**src/rtl/ctr_pkg.sv**
```systemverilog
// Shared types and limits for the prescaled up/down counter family.
package ctr_pkg;

    typedef enum logic {
        CTR_WRAP = 1'b0,
        CTR_SAT  = 1'b1
    } ctr_mode_e;

    localparam int unsigned CTR_MIN_WIDTH    = 2;
    localparam int unsigned CTR_MAX_WIDTH    = 32;
    localparam int unsigned CTR_MAX_PRESCALE = 256;

endpackage

```
**src/rtl/ctr_prescaler.sv**
```systemverilog
// Enable divider: tick fires on every PRESCALE-th enabled cycle; restart zeroes the phase.
module ctr_prescaler #(
    parameter int unsigned PRESCALE = 1
) (
    input  logic clk,
    input  logic reset,
    input  logic enable,
    input  logic restart,
    output logic tick
);

    generate
        if (PRESCALE <= 1) begin : g_direct
            logic unused_direct;
            assign unused_direct = ^{clk, reset, restart};
            assign tick          = enable;
        end else begin : g_div
            localparam int unsigned PW = $clog2(PRESCALE);
            localparam logic [PW-1:0] LAST = PW'(PRESCALE - 1);

            logic [PW-1:0] pre_q;
            logic [PW-1:0] pre_d;

            always_comb begin
                pre_d = pre_q;
                if (restart) begin
                    pre_d = '0;
                end else if (enable) begin
                    pre_d = (pre_q == LAST) ? '0 : pre_q + PW'(1);
                end
            end

            always_ff @(posedge clk or posedge reset) begin
                if (reset) begin
                    pre_q <= '0;
                end else begin
                    pre_q <= pre_d;
                end
            end

            // Caller masks tick with its own higher-priority controls.
            assign tick = enable & (pre_q == LAST);
        end
    endgenerate

endmodule

```
**src/rtl/ctr_prescaled_updown.sv**
```systemverilog
// Parametrised up/down counter with prescaler, runtime terminal value,
// wrap/saturate boundary handling, terminal-count pulse and sticky flags.
module ctr_prescaled_updown
    import ctr_pkg::*;
#(
    parameter int unsigned WIDTH    = 16,
    parameter int unsigned PRESCALE = 1,
    parameter int unsigned SATURATE = 0
) (
    input  logic             clk,
    input  logic             reset,
    input  logic             countEnable,
    input  logic             clear,
    input  logic             load,
    input  logic [WIDTH-1:0] loadValue,
    input  logic             up,
    input  logic [WIDTH-1:0] maxValue,
    output logic [WIDTH-1:0] count,
    output logic             tc,
    output logic             overflow,
    output logic             underflow
);

    localparam ctr_mode_e MODE = (SATURATE != 0) ? CTR_SAT : CTR_WRAP;

    generate
        if (WIDTH < CTR_MIN_WIDTH || WIDTH > CTR_MAX_WIDTH) begin : g_bad_width
            $error("ctr_prescaled_updown: WIDTH must be within 2..32");
        end
        if (PRESCALE < 1 || PRESCALE > CTR_MAX_PRESCALE) begin : g_bad_prescale
            $error("ctr_prescaled_updown: PRESCALE must be within 1..256");
        end
    endgenerate

    logic             tick;
    logic             step;
    logic [WIDTH-1:0] count_q;
    logic [WIDTH-1:0] count_d;
    logic             tc_q;
    logic             tc_d;
    logic             ovf_q;
    logic             ovf_d;
    logic             unf_q;
    logic             unf_d;

    ctr_prescaler #(
        .PRESCALE (PRESCALE)
    ) u_prescaler (
        .clk     (clk),
        .reset   (reset),
        .enable  (countEnable),
        .restart (clear | load),
        .tick    (tick)
    );

    assign step = tick & ~clear & ~load;

    // Next-state: clear > load > step > hold.
    always_comb begin
        count_d = count_q;
        tc_d    = 1'b0;
        ovf_d   = ovf_q;
        unf_d   = unf_q;
        if (clear) begin
            count_d = '0;
            ovf_d   = 1'b0;
            unf_d   = 1'b0;
        end else if (load) begin
            count_d = loadValue;
        end else if (step) begin
            if (up) begin
                if (count_q >= maxValue) begin
                    count_d = (MODE == CTR_SAT) ? count_q : '0;
                    tc_d    = 1'b1;
                    ovf_d   = 1'b1;
                end else begin
                    count_d = count_q + WIDTH'(1);
                end
            end else begin
                if (count_q == '0) begin
                    count_d = (MODE == CTR_SAT) ? '0 : maxValue;
                    tc_d    = 1'b1;
                    unf_d   = 1'b1;
                end else begin
                    count_d = count_q - WIDTH'(1);
                end
            end
        end
    end

    always_ff @(posedge clk or posedge reset) begin
        if (reset) begin
            count_q <= '0;
            tc_q    <= 1'b0;
            ovf_q   <= 1'b0;
            unf_q   <= 1'b0;
        end else begin
            count_q <= count_d;
            tc_q    <= tc_d;
            ovf_q   <= ovf_d;
            unf_q   <= unf_d;
        end
    end

    assign count     = count_q;
    assign tc        = tc_q;
    assign overflow  = ovf_q;
    assign underflow = unf_q;

endmodule

```
**config.mk**
```make
export PLATFORM = sky130hd
export DESIGN_NAME = ctr_prescaled_updown
export DESIGN_NICKNAME = d
export VERILOG_FILES = /design/src/rtl/ctr_pkg.sv /design/src/rtl/ctr_prescaler.sv /design/src/rtl/ctr_prescaled_updown.sv
export SDC_FILE = /design/constraint.sdc
export NUM_CORES = 1
export LEC_CHECK = 0
export BUFFER_PORTS_ARGS = -buffer_cell sky130_fd_sc_hd__buf_2
export CAP_MARGIN = 40
export CORE_MARGIN = 3
export CORE_UTILIZATION = 55
export DETAILED_ROUTE_END_ITERATION = 8
export GPL_ROUTABILITY_DRIVEN = 0
export PLACE_DENSITY = 0.83
export SYNTH_ARGS = -nofsm -noshare
export SYNTH_HDL_FRONTEND = slang
export SYNTH_SLANG_ARGS = --single-unit
```
**constraint.sdc**
```tcl
create_clock -name clk -period 7.47 [get_ports clk]
set_clock_uncertainty 0.05 [all_clocks]
set_input_delay 0.747 -clock clk [delete_from_list [all_inputs] [get_ports clk]]
set_output_delay 0.747 -clock clk [all_outputs]
set_load 0.005 [all_outputs]
```
==> flow_metrics.env, run 1 <==
export IMPL_die_width_um=70.4
export IMPL_reg2reg_to="count[10]"
export IMPL_drive_gt1_share_pct=22.8
export IMPL_worstHoldStart="underflow"
export IMPL_tightest_slew_ps=809
export IMPL_r2r_cells=8
export IMPL_cts_tree="built"
export IMPL_path_clk_slew_ps=80
export IMPL_root_buffer="clkbuf_8"
export IMPL_synth_area_leaders="dfrtp_1 (21%), ha_1 (10%), a21oi_1 (5.0%)"
export IMPL_yosysSeqAreaShare_pct=20.8
export IMPL_instances_no_fill=385
export IMPL_grt_max_degree=28
export IMPL_p_per_area_mw_per_mm2=140
export IMPL_ios=57
export IMPL_hold_path_class="flip-flop to flip-flop"
export IMPL_finalSetupViolCount=0
export IMPL_fin_crit_ps=2910
export IMPL_grt_setup_unrepaired="no"
export IMPL_startpoint_type="flip-flop"
export IMPL_utilization_pct=67.3
export IMPL_drt_wl_total_mm=6.60
export IMPL_drc=0
export IMPL_cap_violations=0
export IMPL_cellLeakagePower_nw=1.15
export IMPL_clock_latency_ps=260
export IMPL_placedCellCount=381
export IMPL_numCtsBuffers=3
export IMPL_avgRoutedWirePerCell_um=17.1
export IMPL_muxShareOfSynthArea_pct=0
export IMPL_ys_seq_elements=19
export IMPL_viasPerCell=6.44
export IMPL_holdPathStages=2
export IMPL_final_nets=395
export IMPL_hold_viol=0
export IMPL_max_freq_ghz=0.343
export IMPL_fin_hold_ws_ps=455
export IMPL_drt_pass1_iterations=6
export IMPL_synth_compound_area_share_pct=27.6
export IMPL_antenna_left=0
export IMPL_core_area_mm2=0.00383
export IMPL_cts_buffer_depth=2
export IMPL_numPortBuffers=56
export IMPL_finalSetupTns_ps=0
export IMPL_arrival_ps=3030
export IMPL_fin_crit_sh_pct=39.0
export IMPL_grt_use_total_pct=26.8
export IMPL_synthSimpleGateAreaFrac_pct=28.8
export IMPL_fill_cells=330
export IMPL_crit_type="flip-flop to flip-flop"
export IMPL_vias=2479
export IMPL_start_util_pct=59.6
export IMPL_synth_edf_count=0
export IMPL_reg2reg_setup_slack_ps=4560
export IMPL_cp_data_required_time_ps=7590
export IMPL_areaGrowthSynthToFinish_pct=12.9
export IMPL_status="completed"
export IMPL_cts_hold_fix_buffers=0
export IMPL_rows=22
export IMPL_synth_top_area_cell="dfrtp_1"
export IMPL_clock_sinks=19
export IMPL_relSlewSlack_pct=46.0
export IMPL_cp_end_kind="flip-flop"
export IMPL_synth_xor_area_share_pct=3.07
export IMPL_synth_area_mm2=0.00228
export IMPL_grt_antenna_before_repair=0
export IMPL_ys_async_sr_fraction_pct=100
export IMPL_num_antenna_cells=0
export IMPL_peakVddDrop_uv=101
export IMPL_syn_area_per_cell_um2=7.71
export IMPL_final_max_slew_viol_count=0
export IMPL_syn_inst=296
export IMPL_synthAdderAreaFrac_pct=10.4
export IMPL_post_cts_resized=0
export IMPL_die_y_um=70.4
export IMPL_grt_first_pass_wirelength_mm=10.8
export IMPL_hold_path_end="underflow"
export IMPL_synth_top_area_share_pct=20.8
export IMPL_grt_overflow_total=0
export IMPL_cts_setup_buffers=0
export IMPL_grt_pass1_vias=2223
export IMPL_synth_nets=353
export IMPL_drt_initial_drc_count=303
export IMPL_synth_warnings=0
export IMPL_htreeDepth=1
export IMPL_ys_types=58
export IMPL_critPathMaxFanout=12
export IMPL_synth_top_family_by_area="simple AND/OR/NAND/NOR gates"
export IMPL_hpwlAfterDp_mm=4.85
export IMPL_r2r_start="count[0]"
export IMPL_dieArea_mm2=0.00496
export IMPL_ys_dominant_reg_cell="dfrtp_1"
[layer usage]
layer | vias up | share of wire [%] | track usage (%)
li1 | 1184 | - | -
met1 | 1138 | 42 | 39.1
met2 | 143 | 47 | 42.0
met3 | 14 | 9.2 | 2.16
met4 | 0 | 2.1 | 7.87
met5 | - | 0 | 0
[cells in the final DEF, fill, tap and decap left out, drive strengths merged, types with 2 or more instances in the layout]
cell type  count
ha            19
dfrtp         19
a21o           2
o211a          2
buf           58
nand3         14
nand2b         3
and2           3
xor2           2
o21ai         17
or4            3
o211ai         3
nor2b          2
nor3b          3
o31ai          6
nor3          11
o22ai          6
a31oi          2
clkbuf         4
o221a          2
o21a           3
inv           26
nor2          25
nand3b         2
xnor2          6
a22oi         13
nor4           8
a21oi         24
a32oi          2
o2bb2ai        2
nand4          9
nand2         17
nor4b          3
or3            4
[cell type report]
| cell class | count | area (um^2) | area share, % |
|---|---|---|---|
| Multi-Input combinational cell | 230 | 1600 | 62.1 |
| Inverter | 26 | 97.6 | 3.79 |
| Tap cell | 48 | 60.1 | 2.33 |
| Clock buffer | 4 | 45.0 | 1.75 |
| Sequential cell | 19 | 475 | 18.5 |
| Timing Repair Buffer | 58 | 299 | 11.6 |
[synth_stat cells (3+ instances only)]
cell type,count
inv_1,26
nor2_1,24
a21oi_1,23
dfrtp_1,19
ha_1,19
nand2_1,17
a22oi_1,13
nand3_1,13
nor3_1,11
o21ai_0,11
clkbuf_1,9
buf_2,7
nand4_1,7
o21ai_1,6
o22ai_1,6
o31ai_1,6
xnor2_1,6
nor4_1,4
and2_1,3
buf_4,3
nand2b_1,3
nor3b_1,3
nor4_4,3
o211ai_1,3
o21a_1,3
or3_1,3
or4_1,3
[cell families (layout without fill, tap and decap cells)]
family / count (synthesis) / in the layout
AOI/OAI and AO/OA: 94 / 94
adders and majority gates: 19 / 19
buffers and inverters: 47 / 88
xor gates and xnor gates: 8 / 8
and+or+nand+nor: 109 / 109
DFF: 19 / 19
[critical path, stage by stage (launching register included)]
cell,delay [ps]
dfrtp_1,580
inv_1,170
ha_1,290
nand2b_1,140
a2111o_1,430
a31oi_1,200
a21o_1,380
nand3_2,260
o31ai_1,320
[flip-flops by register name, summed over array words and instances (netlist names)]
signal     flops
overflow       1
underflow      1
tc             1
count         16
[through the flow]
step           setup slack (ps)  cell area [um^2]  power, W
2_1_floorplan              4970              2280  0.000240
3_3_place_gp               4570              2520  0.000276
3_5_place_dp               4500              2530  0.000282
4_1_cts                    4620              2580  0.000358
5_1_grt                    4350              2580  0.000382
6_report                   4560              2580  0.000361
[where the power goes]
part / leakage [nW] / internal, W / total (W) / switching, W
Clock: 0.0228 / 0.0000381 / 0.0000776 / 0.0000395
Sequential: 0.252 / 0.000111 / 0.000139 / 0.0000286
Combinational: 0.875 / 0.0000647 / 0.000144 / 0.0000791
Total: 1.15 / 0.000213 / 0.000361 / 0.000147
[worst max path at each step]
stage | from | to | slack, ps | depth (start not counted)
after floorplan | count[0] | count[10] | 4970 | 10
after global placement | maxValue[0] | count[10] | 4570 | 8
after detailed placement | maxValue[0] | count[10] | 4500 | 8
after CTS | count[0] | count[10] | 4620 | 8
after global routing | count[0] | count[0] | 4350 | 8
final | count[0] | count[10] | 4560 | 8
Note: power is estimated with default switching activity, not from simulation.
==> run 2: changes to the inputs <==
- ABC_AREA: default -> 1
- CORE_UTILIZATION: 55 -> 51
- PLACE_DENSITY: 0.83 -> 0.8
- clock period: 7.47 -> 2.5 ns (I/O delays scaled with it)
==> run 2 against run 1 <==
  * Critical path depth rose by 4
  * Cell count increased by 46%
  * Fmax up 38%
  * Utilization is 5.0 points lower
  * Clock power grew to 2.9 times the previous value
  * Die area up 22%
==> flow_metrics.env, run 2 <==
export IMPL_status="completed"
export IMPL_crit_path_start="count[5]"
export IMPL_cts_tree="built"
export IMPL_final_common_cell="nand2_1"
export IMPL_syn_area_per_cell_um2=5.89
export IMPL_pwr_share_seq_pct=29.8
export IMPL_path_buf_inv=0
export IMPL_finalSetupViolCount=0
export IMPL_ys_types=27
export IMPL_path_cells="ha_1, nand2_1, nand2_1, nand2_1, nand2_1, nor2_1, nand2_1, nand2_1, nand2_1, nand2_2, nand4_1, a21oi_1"
export IMPL_drt_initial_drc_count=278
export IMPL_synth_common_cells="nand2_1 (110), nor2_1 (59), inv_1 (58)"
export IMPL_met2WireLength_mm=3.67
export IMPL_synth_warnings=0
export IMPL_cellLeakagePower_nw=1.70
export IMPL_vias=2998
export IMPL_drt_pass1_iterations=5
export IMPL_crit_family="simple AND/OR/NAND/NOR gates"
export IMPL_cp_data_required_time_ps=2640
export IMPL_drc=0
export IMPL_dieArea_mm2=0.00604
export IMPL_final_cell_mix="nand2_1 (109), nor2_1 (59), inv_1 (58)"
export IMPL_grt_first_pass_wirelength_mm=13.6
export IMPL_die_y_um=77.7
export IMPL_startpoint_type="flip-flop"
export IMPL_hold_path_class="primary input to asynchronous set/reset pin"
export IMPL_r2r_start="count[5]"
export IMPL_grt_setup_unrepaired="no"
export IMPL_p_per_area_mw_per_mm2=409
export IMPL_arrival_ps=2250
export IMPL_hpwlAfterDp_mm=6.35
export IMPL_ys_seq_elements=19
export IMPL_synth_area_mm2=0.00262
export IMPL_grt_antenna_before_repair=0
export IMPL_grt_overflow_total=0
export IMPL_areaGrowthSynthToFinish_pct=15.3
export IMPL_p_int_w=0.000681
export IMPL_cp_end_kind="flip-flop"
export IMPL_htreeDepth=1
export IMPL_largest_reg_flops=16
export IMPL_clock_latency_ps=260
export IMPL_top_layer="met4"
export IMPL_synth_top_area_cell="dfrtp_1"
export IMPL_synth_most_common_cell="nand2_1"
export IMPL_drt_wl_total_mm=8.05
export IMPL_ys_async_sr_fraction_pct=100
export IMPL_final_nets=555
export IMPL_root_buffer="clkbuf_8"
export IMPL_final_max_slew_viol_count=0
export IMPL_numPortBuffers=56
export IMPL_grt_pass1_vias=2918
export IMPL_ios=57
export IMPL_grt_max_degree=32
export IMPL_synth_edf_count=0
export IMPL_clock_sinks=19
export IMPL_crit_top_cell="nand2_1"
export IMPL_yosysSeqAreaShare_pct=18.1
export IMPL_synth_area_leaders="dfrtp_1 (18%), nand2_1 (16%), ha_1 (9.1%)"
export IMPL_power_total_w=0.00124
export IMPL_viasPerCell=5.32
export IMPL_tightest_slew_ps=770
export IMPL_p_sw_w=0.000556
export IMPL_finalSetupTns_ps=0
export IMPL_max_freq_ghz=0.472
export IMPL_cap_violations=0
export IMPL_num_antenna_cells=0
export IMPL_antenna_left=0
export IMPL_avgRoutedWirePerCell_um=14.3
export IMPL_rows=25
export IMPL_start_util_pct=54.1
export IMPL_synth_top_area_share_pct=18.1
export IMPL_relSlewSlack_pct=48.6
export IMPL_hold_viol=0
export IMPL_power_frac_comb_pct=51.9
export IMPL_pwr_share_clk_pct=18.3
export IMPL_critPathMaxFanout=12
export IMPL_max_stage_delay_ps=520
export IMPL_cpMaxStageDelayCell="dfrtp_1"
export IMPL_path_clk_slew_ps=80
export IMPL_fin_crit_sh_pct=84.7
export IMPL_utilization_pct=62.3
export IMPL_swShare_pct=45.0
export IMPL_syn_inst=445
export IMPL_numCtsBuffers=3
export IMPL_peakVddDrop_uv=258
export IMPL_cts_hold_fix_buffers=0
export IMPL_drive_gt1_share_pct=20.9
export IMPL_cts_buffer_depth=2
export IMPL_ys_dominant_reg_cell="dfrtp_1"
export IMPL_crit_type="flip-flop to flip-flop"
export IMPL_die_width_um=77.7
export IMPL_synth_nets=502
export IMPL_grt_use_total_pct=27.6
export IMPL_core_area_mm2=0.00485
export IMPL_fin_crit_ps=2120
export IMPL_drt_met1_wl_mm=3.55
export IMPL_wl_met3_um=655
[run 2: timing repair]
item,CTS,global route
gates resized for setup,0,1
setup endpoints to repair,0,4
buffers inserted,0,0
[run 2: cells by family (layout without fill, tap and decap cells)]
logic type,after synthesis,count (layout),synth area share [%]
buf+inv,87,139,13.6
compound gates,57,57,11.3
fa+ha+maj,19,19,9.06
flops,19,19,18.1
simple gates,246,246,42.2
xor+xnor,17,17,5.68
[run 2: cell type report]
class	instances	area, um^2
Timing Repair Buffer	69	378
Tap cell	67	83.8
Sequential cell	19	475
Inverter	66	248
Multi-Input combinational cell	339	1790
Clock buffer	4	45.0
Fill cell	461	1830
[run 2: path summary, 6_finish.rpt]
kind / slack (ps) / endpoint / cells past startpoint
min in group clk: 130 / overflow / 2
hold reg to reg: 480 / overflow / 2
max in group asynchronous: 1850 / count[3] / 2
hold / removal: 60 / count[10] / 2
setup reg to reg: 380 / count[12] / 12
setup / recovery: 380 / count[12] / 12
[run 2: power groups by stage]
stage	Combinational, W	Sequential, W	Clock, W
floorplan	0.000426	0.000379	0
global placement	0.000616	0.000371	0
detailed placement	0.000625	0.000373	0
CTS	0.000629	0.000367	0.000221
global route	0.000720	0.000372	0.000237
finish	0.000642	0.000368	0.000226
[run 2: layer usage]
metal,vias up,global-route usage [%]
li1,1511,-
met1,1336,37.1
met2,129,44.2
met3,22,4.52
met4,0,10.5
met5,-,0
[run 2: metrics by stage]
step                      instance area (um^2)  setup slack [ps]  std cells  hold slack [ps]
after floorplan                           2620               592        445              151
after global placement                    2980               418        560              365
after detailed placement                  2980               303        560              378
after CTS                                 3020               260        564             92.2
after global routing                      3020               132        564              125
final                                     3020               383        564             61.5
==> run 3: changes to the inputs <==
- CORE_UTILIZATION: 51 -> 55
- PLACE_DENSITY: 0.8 -> 0.82
- clock period: 2.5 -> 2 ns (I/O delays scaled with it)
==> run 3 against run 2 <==
  * Register-to-register slack lost 320 ps
  * Non-clock buffer count grew 17
  * Worst hold slack lost 30 ps
  * Critical path depth shrank 1
  * Via count grew 4.9%
  * Die area shrank 6.7%
  * Clock power grew 27%
  * Utilization grew 8.4 points
  * Routed wire length grew 0.80%
==> flow_metrics.env, run 3 (synthesized netlist as in run 2, its figures left out) <==
export IMPL_grt_antenna_before_repair=0
export IMPL_finalSetupTns_ps=0
export IMPL_rows=24
export IMPL_multi_input_area_mm2=0.00181
export IMPL_pwr_share_clk_pct=17.8
export IMPL_drt_initial_drc_count=348
export IMPL_status="completed"
export IMPL_drt_wl_total_mm=8.11
export IMPL_crit_path_start="count[1]"
export IMPL_numCtsBuffers=3
export IMPL_antenna_left=0
export IMPL_swShare_pct=44.7
export IMPL_finalSetupViolCount=0
export IMPL_htreeDepth=1
export IMPL_clock_latency_ps=260
export IMPL_tightest_slew_ps=812
export IMPL_cp_end_kind="flip-flop"
export IMPL_clock_sinks=19
export IMPL_grt_overflow_total=0
export IMPL_cp_data_required_time_ps=2110
export IMPL_startpoint_type="flip-flop"
export IMPL_grt_first_pass_wirelength_mm=12.7
export IMPL_max_freq_ghz=0.516
export IMPL_p_sw_w=0.000723
export IMPL_areaGrowthSynthToFinish_pct=20.8
export IMPL_p_per_area_mw_per_mm2=511
export IMPL_drt_pass1_iterations=5
export IMPL_die_y_um=75.1
export IMPL_fin_crit_sh_pct=96.9
export IMPL_critPathMaxFanout=8
export IMPL_pwr_share_seq_pct=27.6
export IMPL_peakVddDrop_uv=361
export IMPL_path_clk_slew_ps=80
export IMPL_hpwlAfterDp_mm=6.31
export IMPL_die_width_um=75.1
export IMPL_cts_tree="built"
export IMPL_start_util_pct=58.6
export IMPL_largest_reg_flops=16
export IMPL_cellLeakagePower_nw=1.81
export IMPL_placedCellCount=558
export IMPL_grt_max_degree=32
export IMPL_grt_use_total_pct=29.2
export IMPL_final_nets=572
export IMPL_core_area_mm2=0.00447
export IMPL_hold_path_class="primary input to asynchronous set/reset pin"
export IMPL_numPortBuffers=56
export IMPL_grt_pass1_vias=2769
export IMPL_fin_crit_ps=1940
export IMPL_instances_no_fill=566
export IMPL_final_cell_mix="nand2_1 (107), nor2_1 (58), inv_1 (57)"
export IMPL_num_antenna_cells=0
export IMPL_p_int_w=0.000894
export IMPL_dieArea_mm2=0.00563
export IMPL_ios=57
export IMPL_crit_type="flip-flop to flip-flop"
export IMPL_cap_violations=0
export IMPL_fill_cells=381
export IMPL_power_frac_comb_pct=54.5
export IMPL_hold_viol=0
export IMPL_avgRoutedWirePerCell_um=14.3
export IMPL_cts_buffer_depth=2
export IMPL_vias=3145
export IMPL_final_max_slew_viol_count=0
export IMPL_arrival_ps=2040
export IMPL_r2r_start="count[1]"
export IMPL_final_common_cell="nand2_1"
export IMPL_viasPerCell=5.56
export IMPL_ff_latch_area_um2=475
export IMPL_drc=0
export IMPL_root_buffer="clkbuf_8"
export IMPL_utilization_pct=70.8
export IMPL_relSlewSlack_pct=45.8
export IMPL_drive_gt1_share_pct=24.7
-- run 3: metal layers --
metal	vias up	share of wire (%)	GRT usage, %
met3	20	10	5.34
met2	194	46	47.4
met1	1386	42	39.5
met4	0	1.8	8.30
li1	1545	-	-
met5	-	0	0
-- run 3: final cells by class --
class / count / area share (%)
inverter: 66 / 7.82
clock inverter: 1 / 0.158
clock buffer: 3 / 1.30
tap: 52 / 2.05
sequential: 19 / 15.0
multi-input combinational: 339 / 57.3
timing repair buffer: 86 / 16.4
-- run 3: worst paths after layout --
kind	to	slack, ps	cells after the start
max reg2reg	count[8]	60	11
min reg2reg	overflow	480	2
max	count[8]	60	11
min	count[8]	30	2
min in group clk	underflow	90	2
max in group asynchronous	count[7]	1370	2
-- run 3: worst max-delay path, cell delays in order (launching register included) --
cell	delay, ps
dfrtp_1	420
inv_1	120
ha_1	220
nand3_1	100
nor2_2	170
nand2_4	120
nor2_4	230
nand2_1	100
nand2_1	70
nor2_1	40
a21oi_1	130
nor2_1	60
-- run 3: power groups by stage --
stage | combinational (W) | clock, W | sequential [W]
after CTS | 0.000842 | 0.000288 | 0.000445
after floorplan | 0.000533 | 0 | 0.000474
final | 0.000882 | 0.000288 | 0.000447
after detailed placement | 0.000838 | 0 | 0.000453
after global placement | 0.000819 | 0 | 0.000451
after global routing | 0.000974 | 0.000307 | 0.000449
-- run 3: what timing repair did --
item,CTS,global route
setup buffers,0,4
gates resized for setup,0,8
setup endpoints to repair,0,12
hold buffers,0,0
-- run 3: stage by stage --
stage | setup WS (ps) | instance area (um^2) | total power (W) | hold WS (ps)
5_1_grt | -15.0 | 3170 | 0.00173 | 90.6
3_5_place_dp | 119 | 3070 | 0.00129 | 337
4_1_cts | 91.2 | 3110 | 0.00157 | 49.8
2_1_floorplan | 91.6 | 2620 | 0.00101 | 101
6_report | 62.3 | 3170 | 0.00162 | 31.2
3_3_place_gp | 163 | 3070 | 0.00127 | 328
